[src/rtl/grant_servicer_if.sv]
// Handshake bundle between the round-robin arbiter (master) and the grant servicer (slave).
interface grant_servicer_if #(
  parameter int WIDTH = 4,
  parameter int LEN_W = 4
);
  logic [WIDTH-1:0] grant;
  logic [LEN_W-1:0] req_len;
  logic             beat_ready;
  logic             beat_valid;
  logic [WIDTH-1:0] owner;
  logic [LEN_W-1:0] beat_cnt;
  logic             ack;
  logic             busy;
  logic             err;

  modport master (
    output grant, req_len, beat_ready,
    input  beat_valid, owner, beat_cnt, ack, busy, err
  );

  modport slave (
    input  grant, req_len, beat_ready,
    output beat_valid, owner, beat_cnt, ack, busy, err
  );
endinterface

[src/rtl/grant_servicer.sv]
// Services one arbiter grant as a burst of beats, then acks the arbiter.
// Define GS_TIMEOUT_EN to add a stall watchdog that aborts a stuck burst after TIMEOUT cycles.
module grant_servicer #(
  parameter int WIDTH   = 4,
  parameter int LEN_W   = 4,
  parameter int TIMEOUT = 16
) (
  input  logic             clk,
  input  logic             rst,
  grant_servicer_if.slave  bus
);

  typedef enum logic [1:0] {S_IDLE, S_XFER, S_ACK} state_t;

  state_t           r_state;
  state_t           w_next;
  logic [WIDTH-1:0] r_owner;
  logic [LEN_W-1:0] r_len;
  logic [LEN_W-1:0] r_cnt;
  logic             r_err;

  logic             w_onehot;
  logic             w_illegal;
  logic             w_accept;
  logic             w_last;
  logic             w_tmo;
  logic [LEN_W-1:0] w_len_eff;

  assign w_onehot  = (bus.grant != '0) && ((bus.grant & (bus.grant - 1'b1)) == '0);
  assign w_illegal = (r_state == S_IDLE) && (bus.grant != '0) && !w_onehot;
  assign w_accept  = (r_state == S_XFER) && bus.beat_ready;
  assign w_last    = w_accept && ((r_cnt + 1'b1) == r_len);
  // A zero-length request still moves one beat.
  assign w_len_eff = (bus.req_len == '0) ? LEN_W'(1) : bus.req_len;

`ifdef GS_TIMEOUT_EN
  localparam int TW = $clog2(TIMEOUT + 1);
  logic [TW-1:0] r_wdog;
  logic          w_stall;

  assign w_stall = (r_state == S_XFER) && !bus.beat_ready;
  // Abort on the edge that would bring the stall count up to TIMEOUT.
  assign w_tmo   = w_stall && (r_wdog == TW'(TIMEOUT - 1));

  always_ff @(posedge clk or posedge rst) begin
    if (rst)           r_wdog <= '0;
    else if (w_stall)  r_wdog <= r_wdog + 1'b1;
    else               r_wdog <= '0;
  end
`else
  assign w_tmo = 1'b0;
`endif

  always_ff @(posedge clk or posedge rst) begin
    if (rst) r_state <= S_IDLE;
    else     r_state <= w_next;
  end

  always_comb begin
    w_next = r_state;
    case (r_state)
      S_IDLE:  if (w_onehot) w_next = S_XFER;
      S_XFER:  if (w_last || w_tmo) w_next = S_ACK;
      S_ACK:   w_next = S_IDLE;
      default: w_next = S_IDLE;
    endcase
  end

  always_comb begin
    bus.beat_valid = 1'b0;
    bus.ack        = 1'b0;
    bus.busy       = 1'b0;
    case (r_state)
      S_XFER: begin
        bus.beat_valid = 1'b1;
        bus.busy       = 1'b1;
      end
      S_ACK: begin
        bus.ack  = 1'b1;
        bus.busy = 1'b1;
      end
      default: ;
    endcase
  end

  // Burst context: latched only in IDLE, held through XFER, dropped when ACK retires.
  always_ff @(posedge clk or posedge rst) begin
    if (rst) begin
      r_owner <= '0;
      r_len   <= '0;
      r_cnt   <= '0;
      r_err   <= 1'b0;
    end else begin
      r_err <= w_illegal || w_tmo;
      case (r_state)
        S_IDLE: if (w_onehot) begin
          r_owner <= bus.grant;
          r_len   <= w_len_eff;
          r_cnt   <= '0;
        end
        S_XFER: if (w_accept) r_cnt <= r_cnt + 1'b1;
        S_ACK: begin
          r_owner <= '0;
          r_len   <= '0;
          r_cnt   <= '0;
        end
        default: ;
      endcase
    end
  end

  assign bus.owner    = r_owner;
  assign bus.beat_cnt = r_cnt;
  assign bus.err      = r_err;

endmodule

[src/flat_wrapper.sv]
// flat-port wrapper written by rule: the top's interface ports become plain ports
module grant_servicer_flat 
#(
  parameter int WIDTH   = 4,
  parameter int LEN_W   = 4,
  parameter int TIMEOUT = 16
)
  (clk, rst, bus_grant, bus_req_len, bus_beat_ready, bus_beat_valid, bus_owner, bus_beat_cnt, bus_ack, bus_busy, bus_err);
  grant_servicer_if #(.WIDTH(WIDTH), .LEN_W(LEN_W)) bus_i ();
  input  logic clk;
  input  logic rst;
  input wire logic [$bits(bus_i.grant)-1:0] bus_grant;
  input wire logic [$bits(bus_i.req_len)-1:0] bus_req_len;
  input wire logic [$bits(bus_i.beat_ready)-1:0] bus_beat_ready;
  output wire logic [$bits(bus_i.beat_valid)-1:0] bus_beat_valid;
  output wire logic [$bits(bus_i.owner)-1:0] bus_owner;
  output wire logic [$bits(bus_i.beat_cnt)-1:0] bus_beat_cnt;
  output wire logic [$bits(bus_i.ack)-1:0] bus_ack;
  output wire logic [$bits(bus_i.busy)-1:0] bus_busy;
  output wire logic [$bits(bus_i.err)-1:0] bus_err;
  assign bus_i.grant = bus_grant;
  assign bus_i.req_len = bus_req_len;
  assign bus_i.beat_ready = bus_beat_ready;
  assign bus_beat_valid = bus_i.beat_valid;
  assign bus_owner = bus_i.owner;
  assign bus_beat_cnt = bus_i.beat_cnt;
  assign bus_ack = bus_i.ack;
  assign bus_busy = bus_i.busy;
  assign bus_err = bus_i.err;
  grant_servicer #(.WIDTH(WIDTH), .LEN_W(LEN_W), .TIMEOUT(TIMEOUT)) u_core (.clk(clk), .rst(rst), .bus(bus_i));
endmodule
[config.mk]
export PLATFORM = sky130hd
export DESIGN_NAME = grant_servicer_flat
export DESIGN_NICKNAME = d
export VERILOG_FILES = /design/src/rtl/grant_servicer_if.sv /design/src/rtl/grant_servicer.sv /design/src/flat_wrapper.sv
export SDC_FILE = /design/constraint.sdc
export NUM_CORES = 1
export LEC_CHECK = 0
export ABC_AREA = 1
export BUFFER_PORTS_ARGS = -buffer_cell sky130_fd_sc_hd__buf_2
export CAP_MARGIN = 20
export CORE_MARGIN = 2
export CORE_UTILIZATION = 45
export CTS_CLUSTER_SIZE = 28
export DETAILED_ROUTE_END_ITERATION = 6
export PLACE_DENSITY = 0.69
export RECOVER_POWER = 50
export SETUP_SLACK_MARGIN = 0.3
export SYNTH_ARGS = -nofsm -noshare
export SYNTH_HDL_FRONTEND = slang
export SYNTH_SLANG_ARGS = --single-unit
export TNS_END_PERCENT = 50
[constraint.sdc]
create_clock -name clk -period 3.5 [get_ports clk]
set_clock_uncertainty 0.2 [all_clocks]
set_input_delay 0.35 -clock clk [delete_from_list [all_inputs] [get_ports clk]]
set_output_delay 0.35 -clock clk [all_outputs]
set_load 0.01 [all_outputs]
Word level (Yosys, flattened, before mapping)
Cells that the tools add are included.
{"block": "word_totals", "regBits": 15}
{"block": "op_classes", "n_addsub": 2, "n_bitwise": 1, "n_mux": 14, "n_eq_ne": 6, "reduce_logical": 16}
{"cell": "two-way mux 4 bit", "n": 5}
{"cell": "case mux 4 bit (2 select lines)", "n": 2}
{"cell": "case mux 4 bit (3 select lines)", "n": 1}
{"cell": "zero test 4 bit", "n": 2}
{"cell": "!= test 2 x 1 -> 1 bit (second input constant)", "n": 3}
{"cell": "logical AND 1 bit", "n": 5}
{"cell": "adder 4 x 1 -> 4 bit (second input constant)", "n": 1}
{"cell": "AND 4 bit", "n": 1}
{"cell": "== test 4 bit", "n": 1}
{"cell": "two-way mux 2 bit", "n": 2}
{"cell": "case mux 2 bit (2 select lines)", "n": 1}
{"cell": "AND reduction 2 bit", "n": 2}
{"cell": "nonzero test 4 bit", "n": 1}
{"cell": "subtractor 4 x 1 -> 4 bit (second input constant)", "n": 1}
{"cell": "two-way mux 1 bit", "n": 3}
{"cell": "AND reduction 3 bit", "n": 1}
{"cell": "nonzero test 3 bit", "n": 1}
{"cell": "== test 2 x 1 -> 1 bit (second input constant)", "n": 1}
{"cell": "== test 2 bit (second input constant)", "n": 1}
{"cell": "zero test 2 bit", "n": 1}
{"cell": "nonzero test 2 bit", "n": 1}
{"cell": "OR reduction 2 bit", "n": 1}
{"cell": "zero test 1 bit", "n": 1}

Depth between registers and ports, before layout
{"block": "logic_depth", "word_depth": 6, "depth_mapped": 12, "mapped_depth_nobuf": 12}

Worst setup path after synthesis
OpenSTA, ideal clock, no wires.
{"block": "synth_timing", "path_kind": "register -> register", "start": "register u_core.r_cnt[0] (netlist: u_core.bus.beat_cnt[0])", "end": "register u_core.r_state[0]", "path_buffers": 0, "setup_ns": 0.117, "period_less_slack_ns": 1.718, "path_stages_with_launch": 10, "arrival_ns": 1.401, "t_required_ns": 3.183, "setup_slack_ns": 1.782, "path_cell_list": "dfrtp_1 ha_1 inv_1 or2_2 nand3_1 nor2_1 nand2_1 nand2_1 nand3_1 nand2_1"}
{"block": "synth_via", "elab_chain_len": 5}
{"item": "start: declaration", "line_no": "grant_servicer.sv:19", "text": "logic [LEN_W-1:0] r_cnt;"}
{"item": "start signal: assignment", "line_no": "grant_servicer.sv:101", "text": "S_XFER: if (w_accept) r_cnt <= r_cnt + 1'b1;"}
{"item": "adder 4 x 1 -> 4 bit", "line_no": "grant_servicer.sv:32", "text": "assign w_last = w_accept && ((r_cnt + 1'b1) == r_len);"}
{"item": "== test 4 bit", "line_no": "grant_servicer.sv:32"}
{"item": "logical AND 1 bit", "line_no": "grant_servicer.sv:32"}
{"item": "!= test 2 x 1 -> 1 bit (no source line)"}
{"item": "AND reduction 2 bit (no source line)"}
{"item": "end signal: assignment", "line_no": "grant_servicer.sv:56", "text": "else r_state <= w_next;"}
{"item": "end: declaration", "line_no": "grant_servicer.sv:15", "text": "state_t r_state;"}
Every way passes these cells.
A chain may end at the register's enable or synchronous reset.

Final worst setup path
Ends and elaborated chain as after synthesis.

==> reports/metrics.csv <==
stage,metric,value,unit
floorplanning,Row Count,16,
sta,Relative slew margins,62.87,%
critical_path,CP Class,reg2reg,
global_route,Tot GR Track Use,17.10,%
clock_tree,# Post-CTS Setup Buffers,0,
critical_path,crit path launch,u_core.bus.beat_cnt[0],
floorplanning,Initial Utilization,47.51,%
drt,TritonRoute pass-1 iters,4,
critical_path,crit path DAT,1.84,ns
sta,Tcrit/Tclk final,51.70,%
critical_path,CP dominant cell by count,nand2_1,
drt,drt total wl,1866,um
critical_path,Critical R2R Launch,u_core.bus.beat_cnt[0],
layout,Post-layout nets,162,
yosys,post-synthesis compound-gate area fraction,13.15,%
yosys,cell area after synthesis,932.1,sq um
power_and_ir_drop,pwr/cell area,818.7,nW/um^2
floorplanning,# IOs,23,
critical_path,startpoint types,flip-flop,
clock_tree,CTS tree,done,
yosys,Synth warnings,0,
job,Max Cap Viol,0,
yosys,Mapped Cells,118,
global_route,GRT Residual Overflow,0,
worst_hold_path,HP Class,in2reg,
status,status,completed,
sta,post-layout min period,1.809,ns
clock_tree,clock buffer depth,2,
critical_path,Worst Path Required,3.53,ns
clock_tree,TritonCTS Sinks,15,
yosys,largest family of logic cells by synthesized area,simple AND/OR/NAND/NOR gates,
clock_tree,H-Tree Depth,1,
yosys,share of the yosys chip area belonging to registers,40.27,%
layout,most frequent cells in the layout,"42 x nand2_1, 17 x buf_2, 16 x inv_1, 15 x dfrtp_1, 10 x nand3_1",
floorplanning,Die ar.,2451,sq um
power_and_ir_drop,VDD IR-drop max,0.4774,mV
floorplanning,die height,49.51,um
yosys,Syn Nets,135,
critical_path,CP Max Fanout,7,
global_route,vias in the first global route,751,
sta,RSZ-0062 raised after global routing,false,
drt,DRT antenna net count,0,
layout,Antenna diodes,0,
yosys,Simple-Gate Fraction of Synth Area,30.07,%
place,port bufs,22,
yosys,post-synthesis adder-cell area fraction,8.054,%
place,DP Wirelength,1492,um
sta,Fin. Hold Viols,0,
yosys,post-synthesis register bit count,15,
critical_path,"Slowest-stage cell, CP",dfrtp_1,
global_route,initial antenna violation count,0,
place,gpl congestion,0.8175,
layout,"most common cell after layout, fill and taps aside",nand2_1,
sta,Fmax,552.6,MHz
yosys,XOR/XNOR Fraction of Synth Area,0,%
worst_hold_path,hold_sp,bus_req_len[1],
yosys,post-synthesis cell type count,20,
drt,# DRC,0,
sta,TNS Setup,0,ns
sta,Max Transition Viols Final,0,
drt,vias after detailed routing,829,
critical_path,crit path capture type,flip-flop,
global_route,first-pass GRT wire length,3194,um
clock_tree,worst skew pair latency,0.29,ns
yosys,synthesized area per cell,7.900,sq um
drt,Detailed Route Iter0 Violations,12,
floorplanning,Die X,49.51,um
global_route,largest net degree at the start of global routing,17,
sta,final setup fails,0,
layout,final non-filler cell total,171,
place,dpl cells,166,
clock_tree,CTS clock-pin slew for the worst setup and hold paths,0.09,ns
layout,layout overhead on the synthesized area,16.38,%
drt,Vias/cell,4.848,
clock_tree,CTS Buf Count,3,
floorplanning,Core Region,1962,sq um
layout,layout cell share with drive strength beyond 1,26.39,%
sta,Worst-Margin Slew,0.5563,ns
drt,Routed wire per std cell,10.91,um
power_and_ir_drop,Pleak,0.5945,nW
power_and_ir_drop,total power,0.0008882,W
critical_path,Worst path max stage delay,0.44,ns
clock_tree,Root Driver,clkbuf_4,
yosys,multiplexer area fraction after synthesis,0,%
critical_path,CP Cell Sequence,ha_1 > inv_1 > or2_2 > nand3_1 > nor2_1 > nand2_1 > nand2_1 > nand2_1 > nand2_1 > nand2_1,
-- final cells by class --
type	instances	area [sq um]
multi-input combinational	85	470.5
timing repair buffer	23	113.9
clock buffer	3	22.52
clock inverter	1	5.005
sequential	15	375.4
fill	221	877.1
inverter	17	63.81
tap	27	33.78
-- through the flow --
step	hold slack (ns)	util, %	cell area [sq um]	worst slack, ns
global placement	0.2321	54.08	1061	1.788
CTS	0.1268	55.99	1099	1.680
global route	0.1231	55.29	1085	1.542
finish	0.1258	55.29	1085	1.691
floorplan	0.05148	-	932.1	1.782
detailed placement	0.2406	54.08	1061	1.732
-- final timing paths --
path / end / slack [ns] / cells after the start
hold reg to reg: u_core.bus.owner[0] / 0.30 / 2
setup reg to reg: u_core.r_state[0] / 1.69 / 10
hold / removal: u_core.r_len[1] / 0.13 / 3
min in group asynchronous: u_core.bus.owner[3] / 0.47 / 3
max in group asynchronous: u_core.bus.beat_cnt[1] / 2.27 / 3
setup / recovery: u_core.r_state[0] / 1.69 / 10
-- flip-flops by register name, indices dropped and copies added (netlist names) --
name,cells
u_core.bus.beat_cnt,4
u_core.bus.owner,4
u_core.r_len,4
u_core.r_state,2
u_core.bus.err,1
-- critical path: cells and delay by family (launching register included) --
| family | cells | cell delay (ns) |
|---|---|---|
| adders and majority gates | 1 | 0.32 |
| buffers and inverters | 1 | 0.05 |
| DFF | 1 | 0.44 |
| and+or+nand+nor | 8 | 0.75 |
-- Yosys cell counts (all sizes together) --
cell type | count | area (sq um)
nand2 | 46 | 190.2
inv | 17 | 63.81
dfrtp | 15 | 375.4
o21ai | 11 | 96.34
nand3 | 10 | 50.05
ha | 6 | 75.07
a21oi | 4 | 20.02
nor2 | 3 | 16.26
nand4 | 2 | 12.51
a31oi | 1 | 6.260
buf | 1 | 15.01
nor3 | 1 | 5.000
or2 | 1 | 6.260
-- metal layers --
| layer | up-vias | share of wire [%] | global-route usage, % |
|---|---|---|---|
| met2 | 17 | 52 | 29.73 |
| met5 | - | 0 | 0 |
| met3 | 2 | 3.2 | 3.636 |
| li1 | 423 | - | - |
| met4 | 0 | 1.1 | 6.944 |
| met1 | 387 | 43 | 20.46 |
-- power breakdown --
| part | switching (W) | internal, W |
|---|---|---|
| Clock | 0.0000582 | 0.0000426 |
| Combinational | 0.000303 | 0.000176 |
| Sequential | 0.0000639 | 0.000246 |
-- repair_timing --
action | CTS | global route
gates resized for setup | 0 | 0
endpoints found under the hold margin | 15 | 0
hold buffers | 1 | 0
-- cell families (layout without fill, tap and decap cells) --
kind of cell               Yosys count  count (layout)
DFF                                 15              15
buffers and inverters               18              44
and+or+nand+nor                     63              63
AOI/OAI and AO/OA                   16              16
adders and majority gates            6               6
Power figures use the tool's default switching activity.
